`config.mk`:
```
export PLATFORM = sky130hd
export DESIGN_NAME = pushbutton_updown
export DESIGN_NICKNAME = d
export VERILOG_FILES = /design/src/rtl/pb_nav_pkg.sv /design/src/rtl/pb_debounce.sv /design/src/rtl/pushbutton_updown.sv
export SDC_FILE = /design/constraint.sdc
export NUM_CORES = 1
export LEC_CHECK = 0
export ABC_AREA = 1
export BUFFER_PORTS_ARGS = -buffer_cell sky130_fd_sc_hd__buf_2
export CORE_ASPECT_RATIO = 0.7
export CORE_UTILIZATION = 40
export CTS_BUF_LIST = sky130_fd_sc_hd__clkbuf_16
export DETAILED_ROUTE_END_ITERATION = 8
export REMOVE_ABC_BUFFERS = 1
export SLEW_MARGIN = 0
export SYNTH_ARGS = -nofsm -noshare
export SYNTH_HDL_FRONTEND = slang
export SYNTH_SLANG_ARGS = --single-unit
```
`constraint.sdc`:
```
create_clock -name clk -period 2.1 [get_ports clk]
set_clock_uncertainty 0.05 [all_clocks]
set_input_delay 0 -clock clk [delete_from_list [all_inputs] [get_ports clk]]
set_output_delay 0 -clock clk [all_outputs]
set_load 0.005 [all_outputs]
```
`src/rtl/pb_nav_pkg.sv`:
```
// pb_nav_pkg
//   Shared types and defaults for the push-button address navigator:
//   the per-button hold FSM state encoding, the step direction constants
//   and the default debounce / auto-repeat timings.
package pb_nav_pkg;

  typedef enum logic [1:0] {
    IDLE   = 2'd0,
    HELD   = 2'd1,
    REPEAT = 2'd2
  } hold_state_t;

  localparam logic DIR_UP = 1'b1;
  localparam logic DIR_DN = 1'b0;

  localparam int DB_CYCLES_DEF  = 16;
  localparam int RPT_DELAY_DEF  = 50_000_000;
  localparam int RPT_PERIOD_DEF = 10_000_000;

endpackage

```
`src/rtl/pb_debounce.sv`:
```
// pb_debounce
//   Two-flop synchroniser, debounce counter and rising-edge pulse for one
//   raw push-button input. The debounced level flips only after the
//   synchronised input has disagreed with it for DB_CYCLES consecutive cycles.
//
// Ports
//   clk      in   system clock
//   rst      in   synchronous reset, active low
//   btn_raw  in   raw asynchronous button, active high
//   level    out  debounced button level
//   rise     out  one-cycle pulse on a 0->1 transition of level
module pb_debounce
  import pb_nav_pkg::*;
#(
  parameter int DB_CYCLES = DB_CYCLES_DEF
) (
  input  logic clk,
  input  logic rst,
  input  logic btn_raw,
  output logic level,
  output logic rise
);

  localparam int              CNT_W    = $clog2(DB_CYCLES);
  localparam logic [CNT_W-1:0] CNT_LAST = CNT_W'(DB_CYCLES - 1);

  logic             sync_q1;
  logic             sync_q2;
  logic             level_q;
  logic [CNT_W-1:0] cnt;

  always_ff @(posedge clk) begin
    if (!rst) begin
      sync_q1 <= 1'b0;
      sync_q2 <= 1'b0;
      level   <= 1'b0;
      level_q <= 1'b0;
      cnt     <= '0;
    end else begin
      sync_q1 <= btn_raw;
      sync_q2 <= sync_q1;
      level_q <= level;
      // any cycle of agreement restarts the stability window
      if (sync_q2 == level) begin
        cnt <= '0;
      end else if (cnt == CNT_LAST) begin
        level <= ~level;
        cnt   <= '0;
      end else begin
        cnt <= cnt + 1'b1;
      end
    end
  end

  assign rise = level & ~level_q;

endmodule

```
`src/rtl/pushbutton_updown.sv`:
```
// pushbutton_updown
//   Two debounced push-buttons step an ADDR_W-bit address up or down with
//   wrap (WRAP=1) or saturate (WRAP=0) at 0 and ADDR_MAX. Every real change
//   of the address is flagged by a one-cycle operation strobe with op_dir.
//   Optional feature macro: PB_AUTOREPEAT_EN (auto-repeat while held).
//
// Ports
//   clk        in   system clock (only clock)
//   rst        in   synchronous reset, active low
//   btn_up     in   raw up button, asynchronous, active high
//   btn_dn     in   raw down button, asynchronous, active high
//   address    out  current address
//   operation  out  one-cycle strobe, address changed this cycle
//   op_dir     out  direction of the last step (1 = up), held between steps
//   at_limit   out  address is 0 or ADDR_MAX
//
// Hold FSM (one per button)
//   state  | meaning
//   IDLE   | button released
//   HELD   | press accepted, waiting out the auto-repeat delay
//   REPEAT | auto-repeating every RPT_PERIOD cycles (PB_AUTOREPEAT_EN only)
module pushbutton_updown
  import pb_nav_pkg::*;
#(
  parameter int ADDR_W     = 4,
  parameter int ADDR_MAX   = 2**ADDR_W - 1,
  parameter int DB_CYCLES  = DB_CYCLES_DEF,
  parameter int WRAP       = 1,
  parameter int RPT_DELAY  = RPT_DELAY_DEF,
  parameter int RPT_PERIOD = RPT_PERIOD_DEF
) (
  input  logic              clk,
  input  logic              rst,
  input  logic              btn_up,
  input  logic              btn_dn,
  output logic [ADDR_W-1:0] address,
  output logic              operation,
  output logic              op_dir,
  output logic              at_limit
);

  localparam logic [ADDR_W-1:0] ADDR_TOP = ADDR_W'(ADDR_MAX);

  if (ADDR_W < 2 || ADDR_W > 16) begin : g_bad_addr_w
    $error("pushbutton_updown: ADDR_W out of range");
  end
  if (ADDR_MAX < 1 || ADDR_MAX > 2**ADDR_W - 1) begin : g_bad_addr_max
    $error("pushbutton_updown: ADDR_MAX out of range");
  end
  if (DB_CYCLES < 2) begin : g_bad_db
    $error("pushbutton_updown: DB_CYCLES must be at least 2");
  end
  if (RPT_DELAY < 1 || RPT_PERIOD < 1) begin : g_bad_rpt
    $error("pushbutton_updown: RPT_DELAY and RPT_PERIOD must be at least 1");
  end

  // index 0 = up channel, index 1 = down channel
  logic [1:0]  lvl;
  logic [1:0]  rise;
  hold_state_t hold_st [2];
  logic        req_up;
  logic        req_dn;

  pb_debounce #(.DB_CYCLES(DB_CYCLES)) u_db_up (
    .clk     (clk),
    .rst     (rst),
    .btn_raw (btn_up),
    .level   (lvl[0]),
    .rise    (rise[0])
  );

  pb_debounce #(.DB_CYCLES(DB_CYCLES)) u_db_dn (
    .clk     (clk),
    .rst     (rst),
    .btn_raw (btn_dn),
    .level   (lvl[1]),
    .rise    (rise[1])
  );

`ifdef PB_AUTOREPEAT_EN
  localparam int RPT_MAX = (RPT_DELAY > RPT_PERIOD) ? RPT_DELAY : RPT_PERIOD;
  localparam int RPT_W   = $clog2(RPT_MAX + 1);

  logic [RPT_W-1:0] rpt_cnt [2];
  logic [1:0]       rpt_req;

  // a repeat fires when the down-counter hits zero while still held; the
  // level term stops a stale repeat during the release debounce window
  always_comb begin
    rpt_req = '0;
    for (int i = 0; i < 2; i++) begin
      rpt_req[i] = (hold_st[i] != IDLE) && lvl[i] && (rpt_cnt[i] == '0);
    end
  end

  always_ff @(posedge clk) begin
    if (!rst) begin
      for (int i = 0; i < 2; i++) begin
        hold_st[i] <= IDLE;
        rpt_cnt[i] <= '0;
      end
    end else begin
      for (int i = 0; i < 2; i++) begin
        case (hold_st[i])
          IDLE: begin
            if (rise[i]) begin
              hold_st[i] <= HELD;
              rpt_cnt[i] <= RPT_W'(RPT_DELAY - 1);
            end
          end
          HELD, REPEAT: begin
            if (!lvl[i]) begin
              hold_st[i] <= IDLE;
            end else if (rpt_cnt[i] == '0) begin
              hold_st[i] <= REPEAT;
              rpt_cnt[i] <= RPT_W'(RPT_PERIOD - 1);
            end else begin
              rpt_cnt[i] <= rpt_cnt[i] - 1'b1;
            end
          end
          default: hold_st[i] <= IDLE;
        endcase
      end
    end
  end

  assign req_up = rise[0] | rpt_req[0];
  assign req_dn = rise[1] | rpt_req[1];
`else
  always_ff @(posedge clk) begin
    if (!rst) begin
      for (int i = 0; i < 2; i++) begin
        hold_st[i] <= IDLE;
      end
    end else begin
      for (int i = 0; i < 2; i++) begin
        case (hold_st[i])
          IDLE:    if (rise[i]) hold_st[i] <= HELD;
          HELD:    if (!lvl[i]) hold_st[i] <= IDLE;
          default: hold_st[i] <= IDLE;
        endcase
      end
    end
  end

  assign req_up = rise[0];
  assign req_dn = rise[1];
`endif

  // Requests in both directions in the same cycle cancel each other; this
  // also covers both channels repeating at once.
  logic              want_up;
  logic              want_dn;
  logic [ADDR_W-1:0] addr_nxt;
  logic              addr_chg;

  assign want_up = req_up & ~req_dn;
  assign want_dn = req_dn & ~req_up;

  always_comb begin
    addr_nxt = address;
    addr_chg = 1'b0;
    if (want_up) begin
      if (address == ADDR_TOP) begin
        if (WRAP != 0) begin
          addr_nxt = '0;
          addr_chg = 1'b1;
        end
      end else begin
        addr_nxt = address + 1'b1;
        addr_chg = 1'b1;
      end
    end else if (want_dn) begin
      if (address == '0) begin
        if (WRAP != 0) begin
          addr_nxt = ADDR_TOP;
          addr_chg = 1'b1;
        end
      end else begin
        addr_nxt = address - 1'b1;
        addr_chg = 1'b1;
      end
    end
  end

  always_ff @(posedge clk) begin
    if (!rst) begin
      address   <= '0;
      operation <= 1'b0;
      op_dir    <= DIR_UP;
    end else begin
      operation <= addr_chg;
      if (addr_chg) begin
        address <= addr_nxt;
        op_dir  <= want_up ? DIR_UP : DIR_DN;
      end
    end
  end

  assign at_limit = (address == '0) || (address == ADDR_TOP);

endmodule

```
# --- Yosys cells after proc, flatten, opt, wreduce, memory -nomap -nowiden ---
# Index checks and enable logic that the tools add are counted.
totals:
  ff_bits: 22
  inputBits: 4
  elab_cells: 50
classes:
  n_addsub: 4
  eq_ne: 5
  n_mux: 7
  n_bitwise: 13
  reduce_logical: 8
op_table:
  columns: ["op", "count"]
  rows:
  - ["two-way mux 4 bit", 4]
  - ["adder 4 x 1 -> 4 bit (second input constant)", 3]
  - ["== test 4 bit (second input constant)", 3]
  - ["inverter 1 bit", 9]
  - ["AND reduction 2 bit", 3]
  - ["OR reduction 3 bit", 2]
  - ["AND 1 bit", 4]
  - ["logical NOT 4 bit", 1]
  - ["subtractor 4 x 1 -> 4 bit (second input constant)", 1]
  - ["two-way mux 1 bit", 3]
  - ["== test 1 bit", 2]
  - ["nonzero test 2 bit", 1]
  - ["logical OR 1 bit", 1]

# --- Depth between registers and ports, before layout ---
# Gate-level depths: netlist of run 1.
depth:
  ltp_word: 7
  mapped_depth: 9
  mapped_depth_nobuf: 9

# --- Modules after synthesis ---
# Synthesis of run 1 repeated with hierarchy kept, for this count alone.
unflattened:
  hier_cells: 132
  area_unflattened_um2: 977.2
by_module_without_submodules:
  columns: ["module", "n_inst", "cells_each", "area_each_um2", "seq_area_each_um2"]
  rows:
  - ["pb_debounce", 2, 38, 305.3, 160.2]
  - ["pushbutton_updown", 1, 56, 366.6, 120.1]

# --- Least setup slack after synthesis of run 1 ---
# OpenSTA, ideal clock, no wires.
synth_path:
  path_type: "register to register"
  start: "register u_db_dn.level"
  end: "register address[0]"
  arrival_time_ns: 1.296
  required_ns: 1.955
  path_slack_ns: 0.658
  stages_incl_launch_ff: 7
  path_buffers: 0
  cell_sequence: "dfxtp_1 > inv_1 > or2_2 > ha_1 > nor2_1 > nand3_1 > o311ai_1"
synth_via:
  elab_chain_len: 5
  elab_cells_between_ends: 9
  cone_classes: "3 x mux; 4 x bitwise; 2 x reduce/logical"
synth_rtl:
  columns: ["element", "line_no", "source"]
  rows:
  - ["from (decl)", "pb_debounce.sv:20", "output logic level,"]
  - ["from (signal assigned)", "pb_debounce.sv:47", "level <= ~level;"]
  - ["AND 1 bit (*)", "pb_debounce.sv:55", "assign rise = level & ~level_q;"]
  - ["AND 1 bit / inverter 1 bit (equally long branches)", "pushbutton_updown.sv:158, pushbutton_updown.sv:157", null]
  - ["two-way mux 1 bit / AND 1 bit (equally long branches)", "pushbutton_updown.sv:173, pushbutton_updown.sv:157", null]
  - ["two-way mux 1 bit / nonzero test 2 bit (equally long branches)", null, null]
  - ["AND reduction 2 bit (no line)", null, null]
  - ["to (signal assigned)", "pushbutton_updown.sv:194", "address <= addr_nxt;"]
  - ["to (decl)", "pushbutton_updown.sv:36", "output logic [ADDR_W-1:0] address,"]
# Every way passes the cells marked *; elsewhere a longest branch is shown, timed or not.
# A chain may end at the register's enable or synchronous reset.

# --- Worst setup path after layout of run 1 ---
layout_path:
  start: "register u_db_dn.level"
  end: "register address[2]"
# The elaborated chain is that of the path after synthesis.

==> reports/qor.csv, run 1 <==
stage,metric,value,unit
run_status,outcome,completed,
placed_design,gp_congestion,0.8100,
setup_path,cp_max_fo,5,
clock_tree,cts_root_buf,clkbuf_16,
logic_synthesis,ys_warn_count,0,
grt,first_global_vias,619,
detailed_routing,wl_per_cell,8.975,um
clock_tree,tritoncts,yes,
logic_synthesis,netlist-cell-type-count,17,
logic_synthesis,synth_area,910.9,um2
timing,drv_slew,0,
run,max_cap_violations,0,
grt,track_usage,14.40,%
clock_tree,clk_path_buf_depth,2,
timing,hold_viol,0,
logic_synthesis,synth_top_family_by_area,simple AND/OR/NAND/NOR gates,
timing,tns,0,ps
power_and_ir_drop,ir_worst_vdd,673.1,uV
timing,finalSetupViolCount,0,
clock_tree,cts_setup_buffers,0,
min_path,hold_path.startpoint,rst,
logic_synthesis,synth-seq-cells,22,
detailed_routing,drc,0,
setup_path,cp_slowest_stage_delay,360,ps
setup_path,cp_num_buf_inv,1,
setup_path,cp_cell_sequence,inv_1 -> or2_2 -> ha_1 -> nor2_1 -> o21ai_1 -> nand2_1 -> nand2_1 -> nor2_1,
grt,overflow,0,
setup_path,r2r_start,u_db_dn.level$_SDFFE_PN0P_,
logic_synthesis,synthAdderAreaFrac,6.868,%
detailed_routing,wl,1.463,mm
setup_path,cp-startpoint,u_db_dn.level$_SDFFE_PN0P_,
setup_path,critical_path_class,reg -> reg,
layout,final_core_util,50.81,%
timing,fin_crit,1570,ps
clock_tree,cts_sinks,22,
grt,grt_max_degree,15,
floorplanning,die_y,41.93,um
timing,slew_headroom,84.49,%
detailed_routing,drtPass1Iterations,4,
clock_tree,clkTransAtPathRegs,50,ps
detailed_routing,first_iter_violations,52,
layout,diodes,0,
placed_design,dpl.cell_count,157,
grt,grt_pass1_wl,2.573,mm
detailed_routing,detail_route.vias_per_cell,4.472,
timing,rsz0062_at_grt,false,
setup_path,critPathArrivalTime,1710,ps
timing,fin_crit_sh,74.74,%
logic_synthesis,synth.area.top_cells,"dfxtp_1 (48%), nand2_1 (7.4%), nor2_1 (7.4%)",
layout,num-fill-cells,221,
clock_tree,numCtsBuffers,3,
layout,nets,141,
layout,final_cells,163,
clock_tree,cts.repair.resized,0,
placed_design,io_buffers,10,
logic_synthesis,ys_seq_area_share,48.35,%
power_and_ir_drop,p_per_area,759.0,mW/mm2
timing,tightest_slew,232.6,ps
logic_synthesis,synth-xor-area-share,4.808,%
layout,syn_to_final_growth,20.19,%
timing,fmax,637.1,MHz
setup_path,crit_slowest_cell,dfxtp_1,
grt,antenna_found_initial,0,
logic_synthesis,synth-compound-area-share,9.203,%
floorplanning,die_w,59.04,um
setup_path,cp_top_family,simple AND/OR/NAND/NOR gates,
floorplanning,dieArea,0.002475,mm2
floorplanning,io_pins,11,
clock_tree,clk_latency,250,ps
min_path,min_path_type,in -> reg,
logic_synthesis,synthMuxAreaShare,0,%
setup_path,critPathRequiredTime,2240,ps
power_and_ir_drop,power.leakage,0.5205,nW
placed_design,dpl.hpwl,1.104,mm
setup_path,start_kind,flip-flop,
floorplanning,initial_core_util,42.28,%
floorplanning,num_rows,14,
logic_synthesis,yosysTopAreaCellShare,48.35,%
detailed_routing,ant_nets,0,
logic_synthesis,avgSynthCellArea,7.852,um2
detailed_routing,vias,729,
clock_tree,htreeDepth,1,
logic_synthesis,yosys.area.top_type,dfxtp_1,
logic_synthesis,syn_inst,116,
logic_synthesis,synth-simple-area-share,22.80,%
floorplanning,core_region_area,0.002155,mm2
setup_path,crit_path_end_kind,flip-flop,
layout,drive_gt1_share,12.98,%
worst min-delay path: stages:
cell and delay, ps:
buf_2 180, nand2_1 80, inv_1 30
power breakdown:
| part | leakage [nW] | internal (mW) | switching [mW] |
|---|---|---|---|
| Sequential | 0.178 | 0.422 | 0.00231 |
| Combinational | 0.304 | 0.00750 | 0.00938 |
| Clock | 0.0385 | 0.253 | 0.136 |
| Total | 0.520 | 0.683 | 0.148 |
cells by family (layout without fill, tap and decap cells):
logic type               Yosys count  count (layout)
flip-flops                        22              22
buffers and inverters             19              34
AND/OR/NAND/NOR                   49              49
adder cells (fa/ha/maj)            5               5
XOR/XNOR                           5               5
AO/OA/AOI/OAI                     16              16
layout make-up:
type	instances	area (um2)	area share [%]
Clock buffer	3	75.07	6.857
Multi-Input combinational cell	75	397.9	36.34
Clock inverter	1	3.754	0.3429
Timing Repair Buffer	12	70.07	6.400
Sequential cell	22	440.4	40.23
Tap cell	32	40.04	3.657
Inverter	18	67.56	6.171
stage by stage:
step / hold slack [ps] / worst slack (ps) / total power, mW / cell area, um2
finish: 35.34 / 530.4 / 0.8310 / 1095
CTS: 34.22 / 512.0 / 0.8445 / 1095
detailed placement: 136.1 / 527.9 / 0.4479 / 996.0
floorplan: 43.45 / 658.5 / 0.4403 / 905.9
global route: 47.15 / 404.6 / 0.8644 / 1095
global placement: 132.9 / 573.4 / 0.4472 / 996.0
layer usage:
| metal | part of all wire, % | global-route usage (%) | vias up | wire length [um] |
|---|---|---|---|---|
| met5 | 0 | 0 | - | 0 |
| met4 | 1.3 | 6.190 | 0 | 19 |
| met3 | 6.4 | 6.854 | 2 | 94 |
| met2 | 41 | 20.68 | 21 | 593 |
| met1 | 52 | 18.31 | 305 | 757 |
| li1 | - | - | 401 | - |
path summary, 6_finish.rpt:
check	end	cells past startpoint	slack, ps
min reg2reg	u_db_dn.sync_q2$_SDFF_PN0_	2	360
min	u_db_up.sync_q1$_SDFF_PN0_	3	40
max	address[2]$_SDFFE_PN0P_	8	530
max reg2reg	address[2]$_SDFFE_PN0P_	8	530
placed cells by master, fill, tap and decap left out:
cell and instances:
inv_2 2, o21ai_0 5, ha_1 5, o311ai_1 1, a21oi_1 7, buf_2 10, dfxtp_1 22, nand2_1 18
nand4_1 1, o21ai_1 3, nand3_2 1, inv_1 16, nand3_1 10, dlygate4sd3_1 2, nor2_1 18, clkbuf_16 3
or2_2 1, xor2_1 3, clkinv_1 1, xnor2_1 2
state kept, by name (all words and copies together) (netlist names):
signal           count
u_db_dn.cnt          4
u_db_up.level        1
op_dir               1
u_db_dn.sync_q1      1
address              4
u_db_dn.level        1
u_db_up.sync_q1      1
u_db_dn.sync_q2      1
u_db_up.sync_q2      1
u_db_up.level_q      1
u_db_up.cnt          4
u_db_dn.level_q      1
operation            1
synth_stat cells:
master / n
dfxtp_1: 22
nand2_1: 18
nor2_1: 18
inv_1: 16
nand3_1: 10
a21oi_1: 7
ha_1: 5
o21ai_0: 5
o21ai_1: 3
xor2_1: 3
inv_2: 2
xnor2_1: 2
buf_2: 1
nand3_2: 1
nand4_1: 1
o311ai_1: 1
or2_2: 1
timing repair:
action                                 4_1_cts  5_1_grt
endpoints found under the hold margin        2        0
hold buffers                                 2        0
setup endpoints to repair                    0        0
Note: power is estimated with default switching activity, not from simulation.
==> run 2, diff against run 1 <==
- ABC_AREA: 1 -> 0
- clock period: 2.1 -> 1.5 ns (I/O delays scaled with it)
==> run 2 against run 1 <==
Against the previous run: the run now ends with negative hold slack left; count of clock-buffer cells in the layout stayed put; largest cell class unchanged; fmax is 8.7% higher; clock power is 87% higher; area after synthesis is 1.8% lower; global-route usage is 0.74 points lower; worst setup slack worse by 470 ps; cell count is 13% lower; first-iteration DRC count is 81% lower; critical path type unchanged; combinational power is 41% higher; sequential power is 40% higher.
==> reports/qor.csv, run 2 <==
stage,metric,value,unit,change
power_and_ir_drop,p_clk_share,54.1,%,+7.2 points
clock_tree,numCtsBuffers,3,,unchanged
run_status,violations,negative hold slack,,
layout,multi_input_area,440.4,um2,+11%
power_and_ir_drop,p_per_area,1184,mW/mm2,+56%
power_and_ir_drop,pwr-share-seq,44.1,%,-7.0 points
detailed_routing,wl,1.508,mm,+3.1%
layout,regArea,442.9,um2,+0.57%
logic_synthesis,synth_top_family_by_area,simple AND/OR/NAND/NOR gates,,
logic_synthesis,syn_inst,95,,-18%
detailed_routing,first_iter_violations,10,,-81%
setup_path,r2r_start,u_db_up.level$_SDFFE_PN0P_,,
detailed_routing,ant_nets,0,,unchanged
layout,diodes,0,,unchanged
power_and_ir_drop,swShare,16.03,%,-1.7 points
timing,hold_viol,1,,+1
power_and_ir_drop,p_comb_share,1.8,%,-0.2 points
floorplanning,num_rows,13,,-1
grt,grt_pass1_wl,2.463,mm,-4.3%
power_and_ir_drop,power.leakage,0.5535,nW,+6.3%
clock_tree,clk_latency,250,ps,about the same
layout,top_regs,"address x4, u_db_dn.cnt x4, u_db_up.cnt x4",,
grt,antenna_found_initial,0,,unchanged
timing,fin_crit,1444,ps,-125.6 ps
layout,final_common_cell,dfxtp_1,,
clock_tree,htreeDepth,1,,unchanged
clock_tree,cts_sinks,22,,unchanged
grt,track_usage,13.66,%,-0.74 points
clock_tree,clk_path_buf_depth,2,,unchanged
floorplanning,io_pins,11,,unchanged
logic_synthesis,ys_warn_count,0,,unchanged
clock_tree,clkTransAtPathRegs,60,ps,about the same
detailed_routing,wl_per_cell,10.62,um,+18%
logic_synthesis,synth_most_common_cell,dfxtp_1,,
grt,first_global_vias,567,,-8.4%
layout,nets,122,,-13%
setup_path,r2r_slack,60,ps,-470 ps
placed_design,placed_area,997.2,um2,+0.13%
timing,hold_ws,-4.790,ps,-40.13 ps
logic_synthesis,synth-xor-area-share,6.853,%,+2.0 points
clock_tree,tritoncts,yes,,
power_and_ir_drop,ir_worst_vdd,871.5,uV,+29%
setup_path,r2r_cells,4,,-4
logic_synthesis,synth_area,894.6,um2,-1.8%
logic_synthesis,synth.area.top_cells,"dfxtp_1 (49%), ha_1 (7.0%), xor2_1 (6.9%)",,
layout,stdcell_area,0.001137,mm2,+3.9%
layout,syn_to_final_growth,27.13,%,
timing,finalSetupViolCount,0,,unchanged
floorplanning,die_w,58.53,um,-0.86%
run,max_cap_violations,0,,unchanged
logic_synthesis,ys.flop_type,dfxtp_1,,
power_and_ir_drop,p_sw,215.9,uW,+46%
clock_tree,cts_setup_buffers,0,,unchanged
setup_path,critPathArrivalTime,1580,ps,-130 ps
logic_synthesis,netlist-cell-type-count,22,,+5
floorplanning,die_y,41.57,um,-0.86%
run_status,outcome,"finished, violations left",,
placed_design,io_buffers,10,,unchanged
logic_synthesis,synthMuxAreaShare,4.476,%,+4.5 points
timing,fin_crit_sh,96.27,%,+22 points
detailed_routing,detail_route.vias_per_cell,4.803,,+7.4%
min_path,min_path_type,in -> reg,,
logic_synthesis,synth-compound-area-share,8.951,%,-0.25 points
logic_synthesis,yosysTopAreaCellShare,49.23,%,+0.88 points
logic_synthesis,synth_top_cells_by_count,"dfxtp_1 (22), nor2_1 (12), nand3_1 (9)",,
logic_synthesis,async_flop_share,0,%,unchanged
setup_path,start_kind,flip-flop,,
layout,num-fill-cells,178,,-19%
setup_path,reg2reg_to,address[2]$_SDFFE_PN0P_,,
grt,overflow,0,,unchanged
setup_path,cp_max_fo,8,,+3
setup_path,crit_path_end_kind,flip-flop,,
timing,slew_headroom,81.20,%,-3.3 points
logic_synthesis,ys_seq_area_share,49.23,%,+0.88 points
floorplanning,core_region_area,0.001984,mm2,-7.9%
timing,drv_slew,0,,unchanged
floorplanning,dieArea,0.002433,mm2,-1.7%
logic_synthesis,yosys.area.top_type,dfxtp_1,,
setup_path,critical_path_class,reg -> reg,,
logic_synthesis,synth-seq-cells,22,,unchanged
placed_design,dpl.hpwl,1.025,mm,-7.2%
clock_tree,cts_root_buf,clkbuf_16,,
setup_path,critPathRequiredTime,1640,ps,-600 ps
logic_synthesis,synth_edf_count,0,,unchanged
timing,tightest_slew,281.6,ps,+49.03 ps
power_and_ir_drop,p_int,1.131,mW,+66%
layout,final_core_util,57.31,%,+6.5 points
logic_synthesis,synth-simple-area-share,20.56,%,-2.2 points
detailed_routing,vias,682,,-6.4%
setup_path,cp-startpoint,u_db_up.level$_SDFFE_PN0P_,,
placed_design,gp_congestion,0.8766,,+8.2%
setup_path,critPathCapture,address[2]$_SDFFE_PN0P_,,
timing,fmax,692.5,MHz,+8.7%
detailed_routing,drtPass1Iterations,4,,unchanged
layout,drive_gt1_share,18.75,%,+5.8 points
layout,final_cell_mix,"dfxtp_1 (20), nor2_1 (12), buf_2 (10), nand3_1 (9), xor2_1 (7)",,
grt,grt_max_degree,15,,unchanged
detailed_routing,drc,0,,unchanged
floorplanning,initial_core_util,45.08,%,+2.8 points
logic_synthesis,synthAdderAreaFrac,6.993,%,+0.12 points
logic_synthesis,avgSynthCellArea,9.417,um2,+20%
==> run 2: cell types whose count changed after synthesis, moves of 2 or more <==
cell | previous run | this run
a21oi_1 | 7 | 4
inv_2 | 2 | 0
nor2_1 | 18 | 12
clkbuf_1 | 0 | 2
and2_1 | 0 | 6
o21ai_0 | 5 | 2
inv_1 | 16 | 5
xor2_1 | 3 | 7
or3_1 | 0 | 2
xnor2_1 | 2 | 0
mux2i_1 | 0 | 4
o21ai_1 | 3 | 0
and3_1 | 0 | 2
nand2_1 | 18 | 5
==> run 2: stage by stage <==
step                      std cells  power (mW)  setup TNS [ps]  hold WS, ps  worst slack (ps)
after floorplan                  93      0.6159               0        11.94             53.24
after global placement          136      0.6261               0        161.2             37.95
after detailed placement        136      0.6268               0        161.5             13.76
after CTS                       142       1.365               0        2.895             13.40
after global routing            142       1.398          -30.47        25.16            -30.47
final                           142       1.347               0       -4.790             56.01
==> run 2: metal layers <==
layer / vias up / wire (um) / GRT usage (%)
met5: - / 0 / 0
met4: 0 / 0 / 5.714
met3: 0 / 51 / 5.607
met2: 9 / 652 / 17.47
met1: 315 / 803 / 19.81
li1: 358 / - / -
==> run 2: logic make-up after synthesis <==
kind of cell             after synthesis
buffers and inverters                  7
AND/OR/NAND/NOR                       38
multiplexers                           4
adder cells (fa/ha/maj)                5
AO/OA/AOI/OAI                         12
flip-flops                            22
XOR/XNOR                               7
==> run 2: repair_timing <==
item / CTS / global route
resized for setup: 0 / 4
endpoints found under the setup margin: 0 / 4
hold buffers: 2 / 0
hold endpoints to repair: 2 / 0
==> run 2: worst min-delay path by stage <==
stage	slack, ps	cells after the start	startpoint	to
after floorplan	10	1	rst	op_dir$_SDFFE_PN1P_
after global placement	160	2	btn_up	u_db_up.sync_q1$_SDFF_PN0_
after detailed placement	160	2	btn_dn	u_db_dn.sync_q1$_SDFF_PN0_
after CTS	3	2	rst	op_dir$_SDFFE_PN1P_
after global routing	30	2	rst	op_dir$_SDFFE_PN1P_
final	-5	2	rst	op_dir$_SDFFE_PN1P_
==> run 2: power by group through the flow <==
| stage | clock (mW) | combinational, mW | sequential, mW |
|---|---|---|---|
| global route | 0.777 | 0.0269 | 0.594 |
| CTS | 0.746 | 0.0242 | 0.594 |
| finish | 0.729 | 0.0239 | 0.594 |
| detailed placement | 0 | 0.0199 | 0.607 |
| global placement | 0 | 0.0194 | 0.607 |
| floorplan | 0 | 0.00953 | 0.606 |
==> run 2: layout make-up <==
cell class	instances	share of cell area, %
Clock buffer	3	6.601
Clock inverter	1	2.640
Inverter	5	1.650
Multi-Input combinational cell	66	38.72
Sequential cell	22	38.94
Tap cell	30	3.300
Timing Repair Buffer	15	8.141
==> run 2: critical path, stage by stage, from the launching register on <==
cell	delay [ps]
dfxtp_1	320
nor2b_1	240
ha_4	270
or3_1	360
a21oi_1	130
